$ cat src/rtl/fetch_unit.sv
// Instruction fetch stage: owns the fetch PC, issues one ROM read per cycle,
// and buffers returned words in a small FIFO with a valid/ready output.
module fetch_unit #(
    parameter int          g_ROM_WIDTH = 9,
    parameter int          g_ROM_ADDR  = 11,
    parameter int          g_DEPTH     = 2,
    parameter int unsigned g_RESET_PC  = 0
) (
    input  logic                   i_clk,
    input  logic                   i_rst,
    output logic                   o_rom_en,
    output logic [g_ROM_ADDR-1:0]  o_rom_addr,
    input  logic [g_ROM_WIDTH-1:0] i_rom_data,
    output logic                   o_valid,
    input  logic                   i_ready,
    output logic [g_ROM_WIDTH-1:0] o_instr,
    output logic [g_ROM_ADDR-1:0]  o_instr_pc,
    input  logic                   i_redirect,
    input  logic [15:0]            i_redirect_pc
);

    localparam int PW = $clog2(g_DEPTH);
    localparam int CW = $clog2(g_DEPTH + 1);
    localparam int OW = CW + 1;
    localparam logic [CW-1:0] DEPTH_C = CW'(g_DEPTH);
    localparam logic [g_ROM_ADDR-1:0] RESET_PC = g_ROM_ADDR'(g_RESET_PC);

    logic [g_ROM_WIDTH-1:0] mem_instr [g_DEPTH];
    logic [g_ROM_ADDR-1:0]  mem_pc    [g_DEPTH];

    logic [PW-1:0]         rd_ptr;
    logic [PW-1:0]         wr_ptr;
    logic [CW-1:0]         count;
    logic                  inflight;
    logic [g_ROM_ADDR-1:0] inflight_pc;
    logic [g_ROM_ADDR-1:0] fetch_pc;

    logic          pop;
    logic          push;
    logic          issue;
    logic [OW-1:0] occupancy;

    assign o_valid = !i_rst && (count != '0);
    assign pop     = o_valid && i_ready;
    assign push    = inflight && !i_redirect;

    // Counting the word leaving this cycle lets a depth-2 buffer stream
    // at full rate without a bubble.
    assign occupancy = {1'b0, count} + OW'(inflight) - OW'(pop);
    assign issue     = !i_rst && !i_redirect && (occupancy < {1'b0, DEPTH_C});

    assign o_rom_en   = issue;
    assign o_rom_addr = fetch_pc;
    assign o_instr    = mem_instr[rd_ptr];
    assign o_instr_pc = mem_pc[rd_ptr];

    always_ff @(posedge i_clk) begin
        if (!i_rst && push) begin
            mem_instr[wr_ptr] <= i_rom_data;
            mem_pc[wr_ptr]    <= inflight_pc;
        end
    end

    always_ff @(posedge i_clk) begin
        if (i_rst) begin
            rd_ptr      <= '0;
            wr_ptr      <= '0;
            count       <= '0;
            inflight    <= 1'b0;
            inflight_pc <= '0;
            fetch_pc    <= RESET_PC;
        end else if (i_redirect) begin
            rd_ptr   <= '0;
            wr_ptr   <= '0;
            count    <= '0;
            inflight <= 1'b0;
            fetch_pc <= i_redirect_pc[g_ROM_ADDR-1:0];
        end else begin
            if (push) begin
                wr_ptr <= wr_ptr + PW'(1);
            end
            if (pop) begin
                rd_ptr <= rd_ptr + PW'(1);
            end
            count    <= count + CW'(push) - CW'(pop);
            inflight <= issue;
            if (issue) begin
                inflight_pc <= fetch_pc;
                fetch_pc    <= fetch_pc + g_ROM_ADDR'(1);
            end
        end
    end

    generate
        if (g_ROM_ADDR < 16) begin : g_hi_bits
            logic unused_redirect_hi;
            assign unused_redirect_hi = ^i_redirect_pc[15:g_ROM_ADDR];
        end
    endgenerate

`ifndef SYNTHESIS
    a_no_overflow: assert property (
        @(posedge i_clk) disable iff (i_rst)
        !(push && (count == DEPTH_C))
    );
`endif

endmodule

$ cat config.mk
export PLATFORM = sky130hd
export DESIGN_NAME = fetch_unit
export DESIGN_NICKNAME = d
export VERILOG_FILES = /design/src/rtl/fetch_unit.sv
export SDC_FILE = /design/constraint.sdc
export NUM_CORES = 1
export LEC_CHECK = 0
export ABC_AREA = 1
export CELL_PAD_IN_SITES_DETAIL_PLACEMENT = 2
export CELL_PAD_IN_SITES_GLOBAL_PLACEMENT = 2
export CORE_MARGIN = 2
export CORE_UTILIZATION = 29
export CTS_CLUSTER_SIZE = 16
export DETAILED_ROUTE_END_ITERATION = 7
export PLACE_DENSITY_LB_ADDON = 0.1
export SLEW_MARGIN = 20
export SYNTH_ARGS = -nofsm -noshare
export SYNTH_HDL_FRONTEND = slang
export SYNTH_SLANG_ARGS = --single-unit
$ cat constraint.sdc
create_clock -name i_clk -period 2.25 [get_ports i_clk]
set_input_delay 0.225 -clock i_clk [delete_from_list [all_inputs] [get_ports i_clk]]
set_output_delay 0.225 -clock i_clk [all_outputs]
set_load 0.01 [all_outputs]
==> metrics.md <==
| Metric | Value |
|---|---|
| Run status | `complete, but fails checks` |
| Failing checks | `negative setup slack` |
| Final critical path time including I/O delays and setup | `about 2.6 ns` |
| Number of buffers on the longest clock path | `2` |
| Final Net Count | `slightly below 400` |
| Number of enable flip-flop cells after synthesis | `40` |
| Worst Clk Skew | `approximately 0.011 ns` |
| Average wire length per cell after detail routing | `~15 µm` |
| Cell variety after synth | `37` |
| Total number of vias | `about 2300` |
| TritonCTS buffer count | `9` |
| Most frequent cells in the layout | `sky130_fd_sc_hd__clkdlybuf4s50_1 (55), sky130_fd_sc_hd__nand2_1 (43), sky130_fd_sc_hd__edfxtp_1 (40)` |
| Data arrival time of the worst path | `between 2 and 2.5 ns` |
| Setup CP Type | `reg2out` |
| Max-capacitance violation count | `0` |
| Final HPWL DP | `between 5000 and 6000 µm` |
| Initial Util | `just under 30%` |
| Utilization after layout | `44.0%` |
| Worst path setup slack after routing | `-0.332 ns` |
| Buffers & Inverters on Critical Path | `3` |
| Crit-path max cell delay | `about 0.56 ns` |
| H-tree levels | `3` |
| Fraction of registers with async set or reset after synthesis | `0%` |
| Least-Margin Pin Slew | `approximately 0.35 ns` |
| Via count of the first global-routing pass | `2462` |
| DRC violations left | `0` |
| Number of antenna violations at the first check in global routing | `0` |
| DRT antenna net count | `0` |
| Dominant delay contributor by cell family on the critical path | `adder cells` |
| Avg Vias per Cell | `4.54` |
| Power per standard cell area | `approximately 660 nW/µm²` |
| Global-route wire length before repair | `12300 µm` |
| Inst Count DP | `approximately 470` |
| Mapped Area | `slightly below 3000 µm²` |
| Post-synth top flop | `sky130_fd_sc_hd__edfxtp_1` |
| Setup crit end kind | `output pin` |
| HP Class | `reg2reg` |
| Pins Over Slew Limit | `0` |
| Library cell with the largest summed area after synthesis | `sky130_fd_sc_hd__edfxtp_1` |
| Ordered cell list for the critical path | `inv_4, a21oi_4, nand2_2, inv_2, ha_4, or2_4, fa_2, nand3_4, nor2_8, buf_6` |
| Number of warnings reported in the yosys synthesis log | `0` |
| Biggest area contributors in the synthesized netlist | `sky130_fd_sc_hd__edfxtp_1 (41%), sky130_fd_sc_hd__dfxtp_1 (19%), sky130_fd_sc_hd__mux2_2 (7.8%)` |
| Kind of start point of the critical path | `flip-flop` |
| I/O pin count | `62` |
| Highest clock frequency the design can meet | `a little under 400 MHz` |
| Final routed wirelength across all metal layers | `7470 µm` |
| Setup repair after global routing missed its margin | `yes` |
| Total iterations of the first detailed-routing run | `4` |
| CTS Root Cell | `sky130_fd_sc_hd__clkbuf_8` |
| Worst-skew pair later-pin latency | `0.35 ns` |
| Number of core rows | `36` |
| Sequential share of the synthesized area | `between 60% and 70%` |
| Most frequent standard cell in the layout excluding fill and tap cells | `sky130_fd_sc_hd__clkdlybuf4s50_1` |
| Chip Width | `104 µm` |
| Total track usage | `14.5%` |
| Diodes inserted | `0` |
| Fraction of layout instances using a drive strength above 1 | `33.2%` |
| Die ar. | `~11000 µm²` |
| Clock tree from TritonCTS | `yes` |
| Overflow left after global routing | `0` |
| Post-layout power | `around 0.0028 W` |
| Non-Filler Instances | `497` |
| Cell leakage power | `between 1.5 and 2 nW` |
| Yosys reg bits | `around 70` |
| CP Max Fanout | `2` |
| CTS sink count | `between 60 and 70` |
| Max IR drop VDD | `about 260 µV` |
| Layout overhead on the synthesized area | `47.8%` |
| Cell count after synthesis | `between 200 and 300` |
| Worst-case headroom to the max-slew limit | `around 77%` |
| Maximum number of pins on one net before global-route repair | `21` |
| Clock input transition at the sequential cells of the worst setup and hold paths | `0.09 ns` |
| Number of port buffers | `between 50 and 60` |
| Area share of the largest cell type after synthesis | `41.5%` |
| Setup Viol. Count Final | `23` |
| Area of the core region | `between 9000 and 10000 µm²` |
| Final Cycle Share | `115%` |
| Critical path required time | `2.03 ns` |
| Global placer's final weighted congestion | `roughly 0.7` |
| CTS Hold Buffers Added | `0` |
| Hold violation total from the final report | `0` |
| Number of design-rule violations left by the first detailed-router iteration | `45` |
| Synthesized netlist net count | `approximately 300` |
| Post-synthesis average cell area | `approximately 11 µm²` |
| Vert. Die Dim | `104 µm` |
| Cell type of the slowest stage on the worst timing path | `sky130_fd_sc_hd__fa_2` |
## timing repair
action / CTS / global route
pin swaps: 8 / 15
setup endpoints to repair: 23 / 24
resized for setup: 26 / 33
setup buffers: 12 / 3
## flip-flops by register name (all words and copies together) (netlist names), named ones only
signal and flops:
count 2, mem_pc 22, rd_ptr 1, mem_instr 18, inflight 1, o_rom_addr 11
wr_ptr 1, inflight_pc 11
## final timing paths
path | startpoint | end | slack, ns | depth (start not counted)
worst max-delay path | count[1]$_SDFF_PP0_ | o_rom_en | -0.33 | 10
worst min-delay path | inflight_pc[4]$_SDFFE_PP0P_ | mem_pc[0][4]$_DFFE_PP_ | 0.46 | 0
worst max register to register | count[1]$_SDFF_PP0_ | o_rom_addr[10]$_SDFFE_PP0P_ | -0.26 | 14
worst min register to register | inflight_pc[4]$_SDFFE_PP0P_ | mem_pc[0][4]$_DFFE_PP_ | 0.46 | 0
## metrics by stage
stage          setup WS, ns  hold slack [ns]  TNS (ns)  area (µm²)
2_1_floorplan        -0.145            0.298     -2.48        2920
3_3_place_gp         -0.708            0.435    -13.51        3780
3_5_place_dp         -0.763            0.441    -15.33        3780
4_1_cts              -0.335            0.448     -6.36        4170
5_1_grt              -0.424            0.462     -7.12        4280
6_report             -0.332            0.460     -4.32        4280
## worst register-to-register path, delay by kind of cell (launching register included)
| family | cells | cell delay (ns) |
|---|---|---|
| simple gates | 5 | 0.60 |
| buf+inv | 5 | 0.49 |
| flops | 1 | 0.36 |
| fa+ha+maj | 2 | 0.75 |
| compound gates | 2 | 0.27 |
## per-layer routing
metal / routed length (µm) / vias up / global-route usage, %
met3: 228 / 13 / 2.07
met4: 139 / 0 / 6.08
met2: 3730 / 50 / 25.0
met5: 0 / - / 0
li1: - / 1089 / -
met1: 3370 / 1104 / 18.0
## cell type report
cell class              count  area (µm²)
well taps                 133         166
clock buffers               9         124
clock inverters             7        98.8
flip-flops and latches     68        1770
multi-input cells         168        1150
inverters                  21        91.3
repair buffers             91         880
fillers                  1044        5450
## report_power, final
| group | switching (W) | internal (W) | total [W] | leakage (nW) |
|---|---|---|---|---|
| sequential | 0.0000366 | 0.00135 | 0.00139 | 0.609 |
| combinational | 0.000139 | 0.000157 | 0.000296 | 0.876 |
| clock | 0.000497 | 0.000631 | 0.00113 | 0.110 |
| total | 0.000673 | 0.00214 | 0.00281 | 1.59 |
## cells by family after synthesis
family                     synth area share [%]
and+or+nand+nor                            17.1
DFF                                        60.8
muxes                                      7.77
xor gates and xnor gates                  0.605
adders and majority gates                  2.42
AOI/OAI and AO/OA                          6.78
buffers and inverters                      4.49
## Yosys cell counts, drive strengths merged, types with 2 or more instances
master / instances
nor3: 2
nor2: 36
clkbuf: 3
mux2: 20
a31oi: 3
inv: 21
o21ai: 13
nand2: 52
buf: 5
edfxtp: 40
a21oi: 13
dfxtp: 28
or2: 3
ha: 4
nand3: 13
(Power assumes the default switching activity.)
